$ cat config.mk
export PLATFORM = sky130hd
export DESIGN_NAME = serial_frame_rx
export DESIGN_NICKNAME = d
export VERILOG_FILES = /design/src/rtl/serial_frame_rx.sv
export SDC_FILE = /design/constraint.sdc
export NUM_CORES = 1
export LEC_CHECK = 0
export ABC_AREA = 1
export CAP_MARGIN = 20
export CORE_UTILIZATION = 59
export CTS_CLUSTER_SIZE = 8
export DETAILED_ROUTE_END_ITERATION = 16
export GPL_ROUTABILITY_DRIVEN = 0
export PLACE_DENSITY = 0.83
export SLEW_MARGIN = 20
export SYNTH_ARGS = -nofsm -noshare
export SYNTH_HDL_FRONTEND = slang
export SYNTH_SLANG_ARGS = --single-unit
$ cat constraint.sdc
create_clock -name clk -period 2.7 [get_ports clk]
set_clock_uncertainty 0.2 [all_clocks]
set_input_delay 0.54 -clock clk [delete_from_list [all_inputs] [get_ports clk]]
set_output_delay 0.54 -clock clk [all_outputs]
set_load 0.05 [all_outputs]
$ cat src/rtl/serial_frame_rx.sv
// -----------------------------------------------------------------------------
// serial_frame_rx
//
// Serial-to-parallel frame receiver. Consumes one line bit per sample strobe
// and recognises a frame of: start bit (0), DATA_W data bits (LSB first),
// an optional parity bit, and a stop bit (1). A good frame updates data_out
// and pulses data_valid; parity or framing violations pulse an error flag
// and the word is dropped.
//
// Parameters:
//   DATA_W     - data bits per frame (>= 1)
//   PARITY_EN  - 1: a parity bit follows the data bits; 0: no parity bit
//   PARITY_ODD - 0: even parity; 1: odd parity
//
// Ports:
//   clk        - rising-edge clock
//   rst        - synchronous, active-high reset
//   bit_en     - sample strobe; din is consumed only when bit_en = 1
//   din        - serial line bit, idle level 1
//   data_out   - last correctly received word
//   data_valid - one-cycle pulse: data_out updated with a good frame
//   parity_err - one-cycle pulse: parity mismatch, word dropped
//   frame_err  - one-cycle pulse: stop bit sampled as 0, word dropped
//   busy       - high whenever the receiver is not idle
// -----------------------------------------------------------------------------
module serial_frame_rx #(
  parameter int DATA_W     = 8,
  parameter bit PARITY_EN  = 1'b1,
  parameter bit PARITY_ODD = 1'b0
) (
  input  logic              clk,
  input  logic              rst,
  input  logic              bit_en,
  input  logic              din,
  output logic [DATA_W-1:0] data_out,
  output logic              data_valid,
  output logic              parity_err,
  output logic              frame_err,
  output logic              busy
);

  localparam int CNT_W = $clog2(DATA_W + 1);

  typedef enum logic [2:0] {
    S_IDLE,
    S_DATA,
    S_PARITY,
    S_STOP,
    S_WAIT_HIGH
  } state_t;

  state_t             state, state_nx;
  logic [CNT_W-1:0]   bit_cnt, bit_cnt_nx;
  logic [DATA_W-1:0]  shreg, shreg_nx;
  logic               par_bit, par_bit_nx;
  logic               valid_nx, perr_nx, ferr_nx;
  logic               parity_ok;

  // Data ones, the received parity bit and the odd/even selector must XOR
  // to zero. Without a parity bit every stop-1 frame is good.
  assign parity_ok = PARITY_EN ? ~(^shreg ^ par_bit ^ PARITY_ODD) : 1'b1;

  // ---------------------------------------------------------------------------
  // Next-state and pulse decode
  // ---------------------------------------------------------------------------
  always_comb begin
    // NOTE: every signal written here gets a default first so that no path
    // leaves it unassigned, which would otherwise infer a latch.
    state_nx   = state;
    bit_cnt_nx = bit_cnt;
    shreg_nx   = shreg;
    par_bit_nx = par_bit;
    valid_nx   = 1'b0;
    perr_nx    = 1'b0;
    ferr_nx    = 1'b0;

    if (bit_en) begin
      unique case (state)
        S_IDLE: begin
          if (!din) begin
            state_nx   = S_DATA;
            bit_cnt_nx = '0;
            shreg_nx   = '0;
          end
        end

        S_DATA: begin
          // Right shift with the new bit entering at the MSB; after DATA_W
          // samples the first (LSB) bit has reached bit 0. Written as a shift
          // of the concatenation so it also holds for DATA_W = 1.
          shreg_nx   = DATA_W'({din, shreg} >> 1);
          bit_cnt_nx = bit_cnt + 1'b1;
          if (bit_cnt == CNT_W'(DATA_W - 1)) begin
            state_nx = PARITY_EN ? S_PARITY : S_STOP;
          end
        end

        S_PARITY: begin
          par_bit_nx = din;
          state_nx   = S_STOP;
        end

        S_STOP: begin
          if (din) begin
            state_nx = S_IDLE;
            if (parity_ok) valid_nx = 1'b1;
            else           perr_nx  = 1'b1;
          end else begin
            // Framing error wins over any parity result for this frame.
            ferr_nx  = 1'b1;
            state_nx = S_WAIT_HIGH;
          end
        end

        S_WAIT_HIGH: begin
          // A held-low line must return high before a new start bit counts.
          if (din) state_nx = S_IDLE;
        end

        default: state_nx = S_IDLE;
      endcase
    end
  end

  // ---------------------------------------------------------------------------
  // State and output registers
  // ---------------------------------------------------------------------------
  always_ff @(posedge clk) begin
    // NOTE: sequential state uses non-blocking assignments so every register
    // samples the pre-edge values, independent of statement order.
    if (rst) begin
      state      <= S_IDLE;
      bit_cnt    <= '0;
      shreg      <= '0;
      par_bit    <= 1'b0;
      data_out   <= '0;
      data_valid <= 1'b0;
      parity_err <= 1'b0;
      frame_err  <= 1'b0;
      busy       <= 1'b0;
    end else begin
      state      <= state_nx;
      bit_cnt    <= bit_cnt_nx;
      shreg      <= shreg_nx;
      par_bit    <= par_bit_nx;
      // Pulses are decoded only on a strobe, so they last exactly one clk
      // regardless of strobe spacing.
      data_valid <= valid_nx;
      parity_err <= perr_nx;
      frame_err  <= ferr_nx;
      busy       <= (state_nx != S_IDLE);
      if (valid_nx) data_out <= shreg;
    end
  end

endmodule
# Word level (Yosys, flattened, before mapping)
# Cells that the tools add are included.
[totals]
reg_bits = 28
input_bits = 4
[classes]
reduce_logical = 8
bitwise_logic = 4
n_eq_ne = 6
n_addsub = 1
n_mux = 16
[op_table]
columns = ["cell", "count"]
rows = [
  ["$pmux W8 S2", 1],
  ["$mux W3", 5],
  ["$pmux W3 S5", 1],
  ["$mux W8", 1],
  ["$pmux W4 S2", 1],
  ["$reduce_xor A8 Y1", 1],
  ["$eq A3 B2 Y1 const B", 2],
  ["$mux W1", 6],
  ["$add A4 B1 Y4 const B", 1],
  ["$eq A4 B3 Y1 const B", 1],
  ["$mux W4", 1],
  ["$reduce_or A4 Y1", 1],
  ["$eq A3 B1 Y1 const B", 1],
  ["$eq A3 B3 Y1 const B", 1],
  ["$logic_not A3 Y1", 1],
  ["$not A1 Y1", 3],
  ["$reduce_and A3 Y1", 1],
  ["$reduce_bool A3 Y1", 1],
  ["$reduce_or A3 Y1", 1],
  ["$ne A2 B2 Y1 const B", 1],
  ["$reduce_and A2 Y1", 1],
  ["$reduce_bool A2 Y1", 1],
  ["$xor A1 B1 Y1", 1],
]

# Logic depth before layout (Yosys ltp)
# Gate-level depths: netlist of run 1.
[logic_depth]
depth_word = 6
mapped_depth = 12
depth_no_buf = 11

# Least setup slack after synthesis of run 1
# OpenSTA, ideal clock, no wires.
[synth_timing]
path_kind = "input port to flip-flop"
from = "input bit_en"
to = "register data_out[3]"
setup_ps = 115
t_required_ps = 2385
cell_stages = 8
t_arrival_ps = 1223
path_buffers = 1
setup_slack_ps = 1163
cell_sequence = "inv_2 > nor2_1 > inv_2 > nor2_8 > buf_12 > nand3_2 > nand2_2 > nor2_2"
[synth_via]
elab_chain_len = 1
[synth_lines]
columns = ["element", "line", "rtl"]
rows = [
  ["from (decl)", "33", "input logic bit_en,"],
  ["$mux W1", "77", "if (bit_en) begin"],
  ["to (signal assigned)", "152", "if (valid_nx) data_out <= shreg;"],
  ["to (decl)", "35", "output logic [DATA_W-1:0] data_out,"],
]
# Every way passes these cells.
# A chain may end at the register's enable or synchronous reset.

# Worst setup path in the final report of run 1
[layout_timing]
from = "register data_out[7]"
to = "output data_out[7]"
# No word-level cell between the ends.

==> key figures, run 1 <==
Clock tree
  – Num CTS Buffers: 3
  – Post-CTS sizing: 0
  – Clk root buf: clkbuf_4
  – CTS tree: done
  – Setup bufs post-CTS: 0
  – Clock Latency Late Sink: 0.34 ns
  – Clock-pin transition on the worst setup and hold timing paths: 0.15 ns
  – CTS H-tree depth: 1
  – Clk sinks: 28
  – Clock Tree Buf Depth: 2
  – Post-CTS Hold Buffers: 0

Run status
  – Status: complete, no violations

Timing
  – Final setup viols: 0
  – Number of failing hold endpoints at the final stage: 0
  – Fraction of the cycle the final worst path needs: a little over four fifths
  – Setup TNS Final: 0 ns
  – RSZ-0062 raised after global routing: no
  – Final worst-path setup slack: 0.414 ns
  – Minimum clock period: 2.29 ns
  – Slew at the pin with the worst max-slew slack: 0.499 ns
  – Max-slew violation count: 0
  – Fmax: 437 MHz
  – Headroom to the max-slew limit: 66.6%

Worst setup path
  – Ordered list of cells on the worst path: clkdlybuf4s50_1
  – Max incr delay on CP: 0.82 ns
  – Critical path class: reg2out
  – Crit path buf inv count: 1
  – Critical path startpoint category: register
  – Reg-to-reg setup timing slack: 0.88 ns
  – Critical path fanouts, max: 2
  – Slowest CP cell: clkdlybuf4s50_1
  – Critical path required time: 1.96 ns
  – Critical Path AT: 1.55 ns
  – CP endpoint kind: output pin
  – Delay-heaviest family, CP: buffers and inverters

Logic synthesis
  – Seq/Total Area, Yosys: 38.6%
  – Cell taking the most area after synthesis: dfxtp_1
  – Synth cell count leaders: nand2_1 (29), dfxtp_1 (28), nor2_1 (22)
  – Mapped Nets: ~190
  – Async SR Flop Fraction: 0%
  – Top FF cell, synth: dfxtp_1
  – Count leader, synth: nand2_1
  – Synth cell types: 28
  – Yosys top cell area share: between 30 and 40%
  – Yosys warnings: 0
  – Ranking of synthesized cells by area: dfxtp_1 (39%), nand2_1 (7.5%), nor2_1 (5.7%)
  – Post-Syn Instances: 182
  – Syn Area/Cell: between 7 and 8 µm²
  – EDFF count, synth: 0
  – FF+latch count, synth: 28
  – Synth Cell Area: 1450 µm²

Drt
  – DRT antenna net count: 0
  – Vias per cell: between 5 and 6
  – DR pass1 iterations: 4
  – Routed len/inst: around 13 µm
  – Initial DRC Count: 35
  – Post-route DRC: 0
  – Final WL: 2870 µm
  – Vias: approximately 1.2k

Placement
  – Cell total after placement: approximately 220
  – DP Area: approximately 1600 µm²
  – Hpwl dp: between 2000 and 2500 µm
  – Pre-CTS setup slack: about 0.35 ns
  – Port bufs: 15

Final layout
  – Antenna Cells: 0
  – # fillers: between 150 and 200
  – Area of the multi-input gates: 724 µm²
  – Nets: just over 200
  – Final instance area: roughly 1600 µm²
  – Util after Layout: 71.7%
  – Non-Filler Instances: ~230
  – Register area: 561 µm²
  – Synth-to-Final Area Change: 12.3%
  – Ratio of cells with drive above 1 in the final layout: 22.3%

Worst hold path
  – Hold Path Class: reg2reg

Global route
  – First-pass GRT wire length: just under 5000 µm
  – Initial antenna violation count: 0
  – Vias in the first global route: 1,114
  – Total track usage: 24.6%
  – Overflow after GRT: 0
  – Largest net degree at the start of global routing: 18

Floorplan
  – FP Rows: 17
  – Total Die Area: around 2700 µm²
  – Die width: 51.6 µm
  – Ports: 16
  – Vert. Die Dim: 51.6 µm
  – Area of the core: approximately 2300 µm²
  – Initial Util: 63.8%

Power and ir drop
  – Static Leakage: 0.692 nW
  – Pwr Density: ~530 nW/µm²
  – Worst vdd ir: 0.542 mV

Flow run
  – MaxCap Viol Count: 0
-- cells in the final DEF (no fill, tap or decap) --
cell	n
a21oi_2	9
nand2_4	1
xnor2_1	1
dfxtp_1	28
clkdlybuf4s50_1	15
o22ai_1	1
bufinv_16	1
a211oi_2	5
buf_4	2
a21oi_1	16
nor3_2	2
clkbuf_4	3
inv_2	7
nand3_2	4
nand2_1	29
nor3_1	3
nand3_1	11
nand2_2	5
inv_1	18
nor2_8	1
xor2_1	1
o21ai_0	4
nor2_1	22
ha_1	1
nand3b_4	1
a221oi_1	1
nor2_2	3
a211oi_1	2
-- layout make-up --
cell class | count | area share, %
Clock buffer | 3 | 1.38
Clock inverter | 1 | 1.84
Inverter | 25 | 5.75
Multi-Input combinational cell | 123 | 44.4
Sequential cell | 28 | 34.4
Tap cell | 28 | 2.15
Timing Repair Buffer | 17 | 10.1
-- metrics by stage --
stage	power [W]	hold slack, ns
2_1_floorplan	0.000591	0.261
6_report	0.000872	0.307
5_1_grt	0.000913	0.330
3_3_place_gp	0.000591	0.267
3_5_place_dp	0.000599	0.279
4_1_cts	0.000874	0.308
-- worst min-delay path: stages, from the launching register on --
cell and delay (ns):
dfxtp_1 0.36, nand2_1 0.07, a21oi_1 0.05
-- registers in the layout, indices dropped and copies added (netlist names) --
register    count
shreg           8
frame_err       1
state           3
busy            1
data_out        8
parity_err      1
bit_cnt         4
par_bit         1
data_valid      1
-- power by group --
group	internal, W	total, W	switching, W
sequential	0.000425	0.000437	0.0000119
clock	0.000150	0.000280	0.000130
combinational	0.0000472	0.000156	0.000108
-- routing by layer --
| metal | global-route usage, % | share of wire, % | vias up |
|---|---|---|---|
| met3 | 5.26 | 3.1 | 13 |
| met1 | 27.8 | 43 | 535 |
| met2 | 44.8 | 51 | 31 |
| met5 | 0 | 0 | - |
| met4 | 9.46 | 2.5 | 0 |
| li1 | - | - | 622 |
-- cell families (layout without fill, tap and decap cells) --
kind of cell | count (synthesis) | after routing | share of synthesized area (%)
fa+ha+maj | 1 | 1 | 0.861
compound gates | 38 | 38 | 18.7
simple gates | 82 | 82 | 29.1
flops | 28 | 28 | 38.6
buf+inv | 31 | 46 | 11.5
xor+xnor | 2 | 2 | 1.21
-- path summary, 6_finish.rpt --
| check | start | to | cells after the start |
|---|---|---|---|
| worst max-delay path | data_out[7]$_SDFFE_PP0P_ | data_out[7] | 1 |
| worst min-delay path | bit_cnt[1]$_SDFFE_PP0P_ | bit_cnt[1]$_SDFFE_PP0P_ | 2 |
| worst max register to register | shreg[7]$_SDFFE_PP0P_ | data_out[7]$_SDFFE_PP0P_ | 11 |
| worst min register to register | bit_cnt[1]$_SDFFE_PP0P_ | bit_cnt[1]$_SDFFE_PP0P_ | 2 |
(Power assumes the default switching activity.)
==> run 2: changes to the inputs <==
CORE_UTILIZATION = 49   (was 59)
PLACE_DENSITY = 0.74   (was 0.83)
clock period = 2.1 ns   (was 2.7 ns; I/O delays follow)
==> run 2 against run 1 <==
Effect of this change: largest power group unchanged; clock-buffer cell count increased by 1; worst hold slack got worse by 0.0067 ns; wire length fell by 5.7%.
==> key figures, run 2 (synthesis gave the netlist of run 1 again) <==
Drt
  – WL met1: 1230 µm (-0.32%)
  – Top Metal Used: met4
  – Vias: 1,216 (+1.2%)
  – Vias per cell: 5.20 (-2.6%)
  – DRT antenna net count: 0 (unchanged)
  – Initial DRC Count: 37 (+5.7%)
  – Met2 wire len: 1380 µm (-6.7%)
  – Routed len/inst: 11.6 µm (-9.3%)
  – Final WL: 2710 µm (-5.7%)
  – DR pass1 iterations: 4 (unchanged)
  – Wire length on met3: 93 µm (+3.3%)
  – Post-route DRC: 0 (unchanged)

Timing
  – Final setup viols: 0 (unchanged)
  – Fraction of the cycle the final worst path needs: 87.4%
  – Max-slew violation count: 0 (unchanged)
  – Slew at the pin with the worst max-slew slack: 0.507 ns (+0.00823 ns)
  – Headroom to the max-slew limit: 66.1% (-0.50 points)
  – Fmax: around 540 MHz
  – Setup TNS Final: 0 ns (unchanged)
  – Minimum clock period: 1.84 ns
  – Number of failing hold endpoints at the final stage: 0 (unchanged)
  – RSZ-0062 raised after global routing: no

Worst setup path
  – Ordered list of cells on the worst path: dlygate4sd2_1
  – CP endpoint kind: output pin
  – Worst r2r src: bit_cnt[0]$_SDFFE_PP0P_
  – Critical path class: reg2out
  – Delay-heaviest family, CP: buffers and inverters
  – Crit path buf inv count: 1 (unchanged)
  – Critical path startpoint category: register
  – Critical path fanouts, max: 2 (unchanged)
  – Slowest CP cell: dlygate4sd2_1
  – Max incr delay on CP: 0.53 ns (-0.29 ns)
  – Critical path required time: 1.48 ns (-0.48 ns)
  – Critical Path AT: 1.22 ns (-0.33 ns)
  – CP startpoint: data_out[0]$_SDFFE_PP0P_

Placement
  – Hpwl dp: 2110 µm (+1.1%)
  – Cell total after placement: 230 (+4.1%)
  – DP Area: 1620 µm² (+2.8%)
  – Port bufs: 15 (unchanged)

Power and ir drop
  – Net Sw Power: 0.000301 W (+20%)
  – Worst vdd ir: 0.555 mV (+2.5%)
  – Seq pwr share: 55.0% (+4.9 points)
  – P_int: 0.000719 W (+16%)
  – Pwr Density: 612 nW/µm² (+14%)
  – Sw Share: 29.5% (+0.85 points)
  – Static Leakage: 0.809 nW (+17%)
  – Clock Power Share: 25.1% (-7.0 points)
  – Combinational Power Share: 19.9% (+2.1 points)

Final layout
  – Synth-to-Final Area Change: 14.8%
  – Top flop regs: data_out (8), shreg (8), bit_cnt (4)
  – # fillers: 248 (+43%)
  – Non-Filler Instances: 234 (+4.0%)
  – Nets: 209 (+3.0%)
  – Ratio of cells with drive above 1 in the final layout: 28.1% (+5.7 points)
  – Highest-count cells in the layout ignoring fill and taps: nand2_1 (29), dfxtp_1 (28), nor2_1 (22), inv_1 (18), a21oi_1 (16)
  – Final instance area: 1670 µm² (+2.2%)
  – Commonest non-fill, non-tap cell in the layout: nand2_1
  – Antenna Cells: 0 (unchanged)

Clock tree
  – CTS tree: done
  – Clock-pin transition on the worst setup and hold timing paths: 0.14 ns (about the same)
  – Clk root buf: clkbuf_4
  – Clk sinks: 28 (unchanged)
  – Clock Latency Late Sink: 0.32 ns (-0.02 ns)
  – Clock Tree Buf Depth: 2 (unchanged)
  – Num CTS Buffers: 3 (unchanged)
  – CTS H-tree depth: 1 (unchanged)

Global route
  – First-pass GRT wire length: 4490 µm (-6.7%)
  – Total track usage: 17.5% (-7.1 points)
  – Initial antenna violation count: 0 (unchanged)
  – Vias in the first global route: 1,071 (-3.9%)
  – Largest net degree at the start of global routing: 18 (unchanged)
  – Overflow after GRT: 0 (unchanged)

Floorplan
  – Vert. Die Dim: 56.4 µm (+9.3%)
  – Area of the core: 2780 µm² (+22%)
  – Ports: 16 (unchanged)
  – FP Rows: 19 (+2)
  – Die width: 56.4 µm (+9.3%)
  – Total Die Area: 3190 µm² (+20%)
  – Initial Util: 52.2% (-12 points)

Flow run
  – MaxCap Viol Count: 0 (unchanged)

Run status
  – Status: complete, no violations

Worst hold path
  – Min-delay src: data_out[0]$_SDFFE_PP0P_
  – Hold Path Class: reg2reg
==> run 2: worst paths after layout <==
kind,to,slack [ns],cells past startpoint
max,data_out[0],0.26,1
min,data_out[0]$_SDFFE_PP0P_,0.30,2
max reg2reg,busy$_SDFF_PP0_,0.43,8
min reg2reg,data_out[0]$_SDFFE_PP0P_,0.30,2
==> run 2: cell type report <==
type | count | area, µm² | area share [%]
multi-input cells | 123 | 724 | 43.4
repair buffers | 23 | 214 | 12.8
well taps | 31 | 38.8 | 2.33
inverters | 25 | 93.8 | 5.63
flip-flops and latches | 28 | 561 | 33.6
clock buffers | 4 | 36.3 | 2.18
==> run 2: layer usage <==
| metal | vias up | global-route usage [%] |
|---|---|---|
| met5 | - | 0 |
| met4 | 0 | 3.48 |
| met3 | 2 | 4.15 |
| met2 | 29 | 30.1 |
| met1 | 554 | 22.3 |
| li1 | 631 | - |
==> run 2: power groups by stage <==
| stage | clock network (W) | logic, W | registers, W |
|---|---|---|---|
| after CTS | 0.000272 | 0.000203 | 0.000562 |
| after global placement | 0 | 0.000197 | 0.000572 |
| final | 0.000256 | 0.000203 | 0.000561 |
| after detailed placement | 0 | 0.000203 | 0.000573 |
| after global routing | 0.000288 | 0.000226 | 0.000564 |
| after floorplan | 0 | 0.000185 | 0.000574 |
==> run 2: through the flow <==
stage / setup slack, ns / total power, W / util (%) / hold slack, ns
floorplan: 0.602 / 0.000760 / - / 0.261
global placement: 0.0973 / 0.000769 / 58.3 / 0.270
detailed placement: 0.0795 / 0.000776 / 58.3 / 0.280
CTS: 0.00810 / 0.00104 / 59.6 / 0.301
global route: 0.209 / 0.00108 / 60.0 / 0.325
finish: 0.264 / 0.00102 / 60.0 / 0.300
==> run 2: timing repair <==
action                                  4_1_cts  5_1_grt
endpoints found under the setup margin        1        4
buffers inserted                              0        0
resized for setup                             1        4
hold buffers                                  0        0
pin swaps                                     0        0
==> run 3: changes to the inputs <==
GPL_TIMING_DRIVEN = 0   (was not set)
==> run 3 against run 2 <==
Effect of this change: sequential power about the same; combinational power increased by 14%; clock power increased by 2%; global-route usage increased by 0.51 points; final area increased by 0.60%; non-clock buffer count decreased by 2; maximum frequency decreased by 1.7%; register-to-register slack about the same; first-iteration DRC count decreased by 49%; final cell count decreased by 0.85%; wire length decreased by 0.70%; utilization increased by 0.36 points.
==> key figures, run 3 (synthesis gave the netlist of run 1 again) <==
Run status
  – Status: complete, no violations

Clock tree
  – CTS H-tree depth: 1 (unchanged)
  – CTS tree: done
  – Clock-pin transition on the worst setup and hold timing paths: 0.15 ns (about the same)
  – Clk root buf: clkbuf_4
  – Num CTS Buffers: 3 (unchanged)
  – Clock Latency Late Sink: 0.33 ns (about the same)
  – Post-CTS Hold Buffers: 0 (unchanged)
  – Clk sinks: 28 (unchanged)
  – Clock Tree Buf Depth: 2 (unchanged)

Global route
  – Met1 Use GR: 20.3% (-1.9 points)
  – First-pass GRT wire length: 4510 µm (+0.60%)
  – Met3 GRT Util: 5.07% (+0.92 points)
  – Layer with the highest usage: met2
  – Routing usage on met2: 31.3% (+1.2 points)
  – Total track usage: 18.0% (+0.51 points)
  – Initial antenna violation count: 0 (unchanged)
  – Overflow after GRT: 0 (unchanged)
  – Largest net degree at the start of global routing: 16 (-2)
  – Vias in the first global route: 1,134 (+5.9%)

Final layout
  – # fillers: 245 (-1.2%)
  – Register area: 561 µm² (unchanged)
  – Commonest non-fill, non-tap cell in the layout: nand2_1
  – Synth-to-Final Area Change: 15.5%
  – Final instance area: 1680 µm² (+0.60%)
  – Nets: 207 (-0.96%)
  – Util after Layout: 60.3% (+0.36 points)
  – Antenna Cells: 0 (unchanged)
  – Area of the multi-input gates: 724 µm² (unchanged)
  – Top flop regs: data_out (8), shreg (8), bit_cnt (4)
  – Highest-count cells in the layout ignoring fill and taps: nand2_1 (29), dfxtp_1 (28), nor2_1 (22), inv_1 (18), a21oi_1 (16)
  – Ratio of cells with drive above 1 in the final layout: 23.4% (-4.7 points)

Timing
  – Fmax: 535 MHz (-1.7%)
  – Final setup viols: 0 (unchanged)
  – Slew at the pin with the worst max-slew slack: 0.545 ns (+0.0373 ns)
  – Max-slew violation count: 0 (unchanged)
  – Minimum clock period: 1.87 ns (+0.0320 ns)
  – Final worst-path setup slack: 0.232 ns (-0.0320 ns)
  – Number of failing hold endpoints at the final stage: 0 (unchanged)
  – RSZ-0062 raised after global routing: no
  – Fraction of the cycle the final worst path needs: 88.9% (+1.5 points)
  – Headroom to the max-slew limit: 63.7% (-2.4 points)

Worst setup path
  – Ordered list of cells on the worst path: dlygate4sd2_1
  – Crit path buf inv count: 1 (unchanged)
  – Crit path depth: 1 (unchanged)
  – Slowest CP cell: dlygate4sd2_1
  – Critical path fanouts, max: 2 (unchanged)
  – Critical Path AT: 1.25 ns (+0.03 ns)
  – Delay-heaviest family, CP: buffers and inverters
  – Critical path class: reg2out
  – Critical path required time: 1.48 ns (about the same)
  – Critical path startpoint category: register
  – Reg2reg path depth: 12 (+4)
  – Max incr delay on CP: 0.54 ns (about the same)
  – CP endpoint kind: output pin

Power and ir drop
  – Sw Share: 29.7% (+0.21 points)
  – Static Leakage: 0.823 nW (+1.7%)
  – Pwr Density: 628 nW/µm² (+2.7%)
  – Combinational Power Share: 21.9% (+2.0 points)
  – Net Sw Power: 0.000313 W (+4.0%)
  – P_int: 0.000741 W (+3.0%)
  – Worst vdd ir: 0.524 mV (-5.6%)
  – Clock Power Share: 24.9% (-0.2 points)
  – Seq pwr share: 53.2% (-1.8 points)

Floorplan
  – Area of the core: 2780 µm² (unchanged)
  – Total Die Area: 3190 µm² (unchanged)
  – FP Rows: 19 (unchanged)
  – Die width: 56.4 µm (unchanged)
  – Ports: 16 (unchanged)
  – Vert. Die Dim: 56.4 µm (unchanged)
  – Initial Util: 52.2% (unchanged)

Drt
  – DR pass1 iterations: 4 (unchanged)
  – Vias: 1,219 (+0.25%)
  – Vias per cell: 5.25 (+1.1%)
  – Initial DRC Count: 19 (-49%)
  – DRT antenna net count: 0 (unchanged)
  – Post-route DRC: 0 (unchanged)
  – Final WL: 2690 µm (-0.70%)
  – Routed len/inst: 11.6 µm (+0.15%)

Placement
  – Port bufs: 15 (unchanged)
  – Hpwl dp: 2120 µm (+0.60%)
  – DP Area: 1640 µm² (+1.2%)
  – Pre-CTS setup slack: -0.0306 ns (-0.110 ns)

Worst hold path
  – Hold path cells: 2 (unchanged)
  – Hold Path Class: reg2reg

Flow run
  – MaxCap Viol Count: 0 (unchanged)
==> run 3: metrics by stage <==
| step | setup TNS [ns] | power (W) | cells | hold slack, ns |
|---|---|---|---|---|
| 4_1_cts | 0 | 0.00107 | 232 | 0.304 |
| 2_1_floorplan | 0 | 0.000760 | 182 | 0.261 |
| 6_report | 0 | 0.00105 | 232 | 0.299 |
| 5_1_grt | 0 | 0.00110 | 232 | 0.325 |
| 3_5_place_dp | -0.0694 | 0.000803 | 228 | 0.285 |
| 3_3_place_gp | 0 | 0.000798 | 228 | 0.272 |
==> run 3: final cells by class <==
class                      instances  area share [%]
buffer                             6            4.40
clock buffer                       4            2.16
inverter                          25            5.59
multi-input combinational        123            43.2
sequential                        28            33.4
tap                               31            2.31
timing repair buffer              15            8.95
==> run 3: what timing repair did <==
item                       CTS  global route
setup endpoints to repair    8             4
setup buffers                0             0
resized for setup            8             4
==> run 3: path summary, 6_finish.rpt <==
kind	end	from	slack, ns
worst max-delay path	data_out[7]	data_out[7]$_SDFFE_PP0P_	0.23
worst min-delay path	bit_cnt[1]$_SDFFE_PP0P_	bit_cnt[1]$_SDFFE_PP0P_	0.30
worst max register to register	data_out[3]$_SDFFE_PP0P_	shreg[7]$_SDFFE_PP0P_	0.42
worst min register to register	bit_cnt[1]$_SDFFE_PP0P_	bit_cnt[1]$_SDFFE_PP0P_	0.30
==> run 3: power groups by stage <==
stage | sequential (W) | clock (W) | combinational, W
2_1_floorplan | 0.000574 | 0 | 0.000185
3_3_place_gp | 0.000572 | 0 | 0.000226
3_5_place_dp | 0.000572 | 0 | 0.000231
4_1_cts | 0.000561 | 0.000275 | 0.000232
5_1_grt | 0.000563 | 0.000290 | 0.000252
6_report | 0.000561 | 0.000262 | 0.000231
==> run 3: per-layer routing <==
layer,wire length (µm),vias up
li1,-,630
met2,1340,22
met5,0,-
met3,77,8
met4,60,0
met1,1210,559
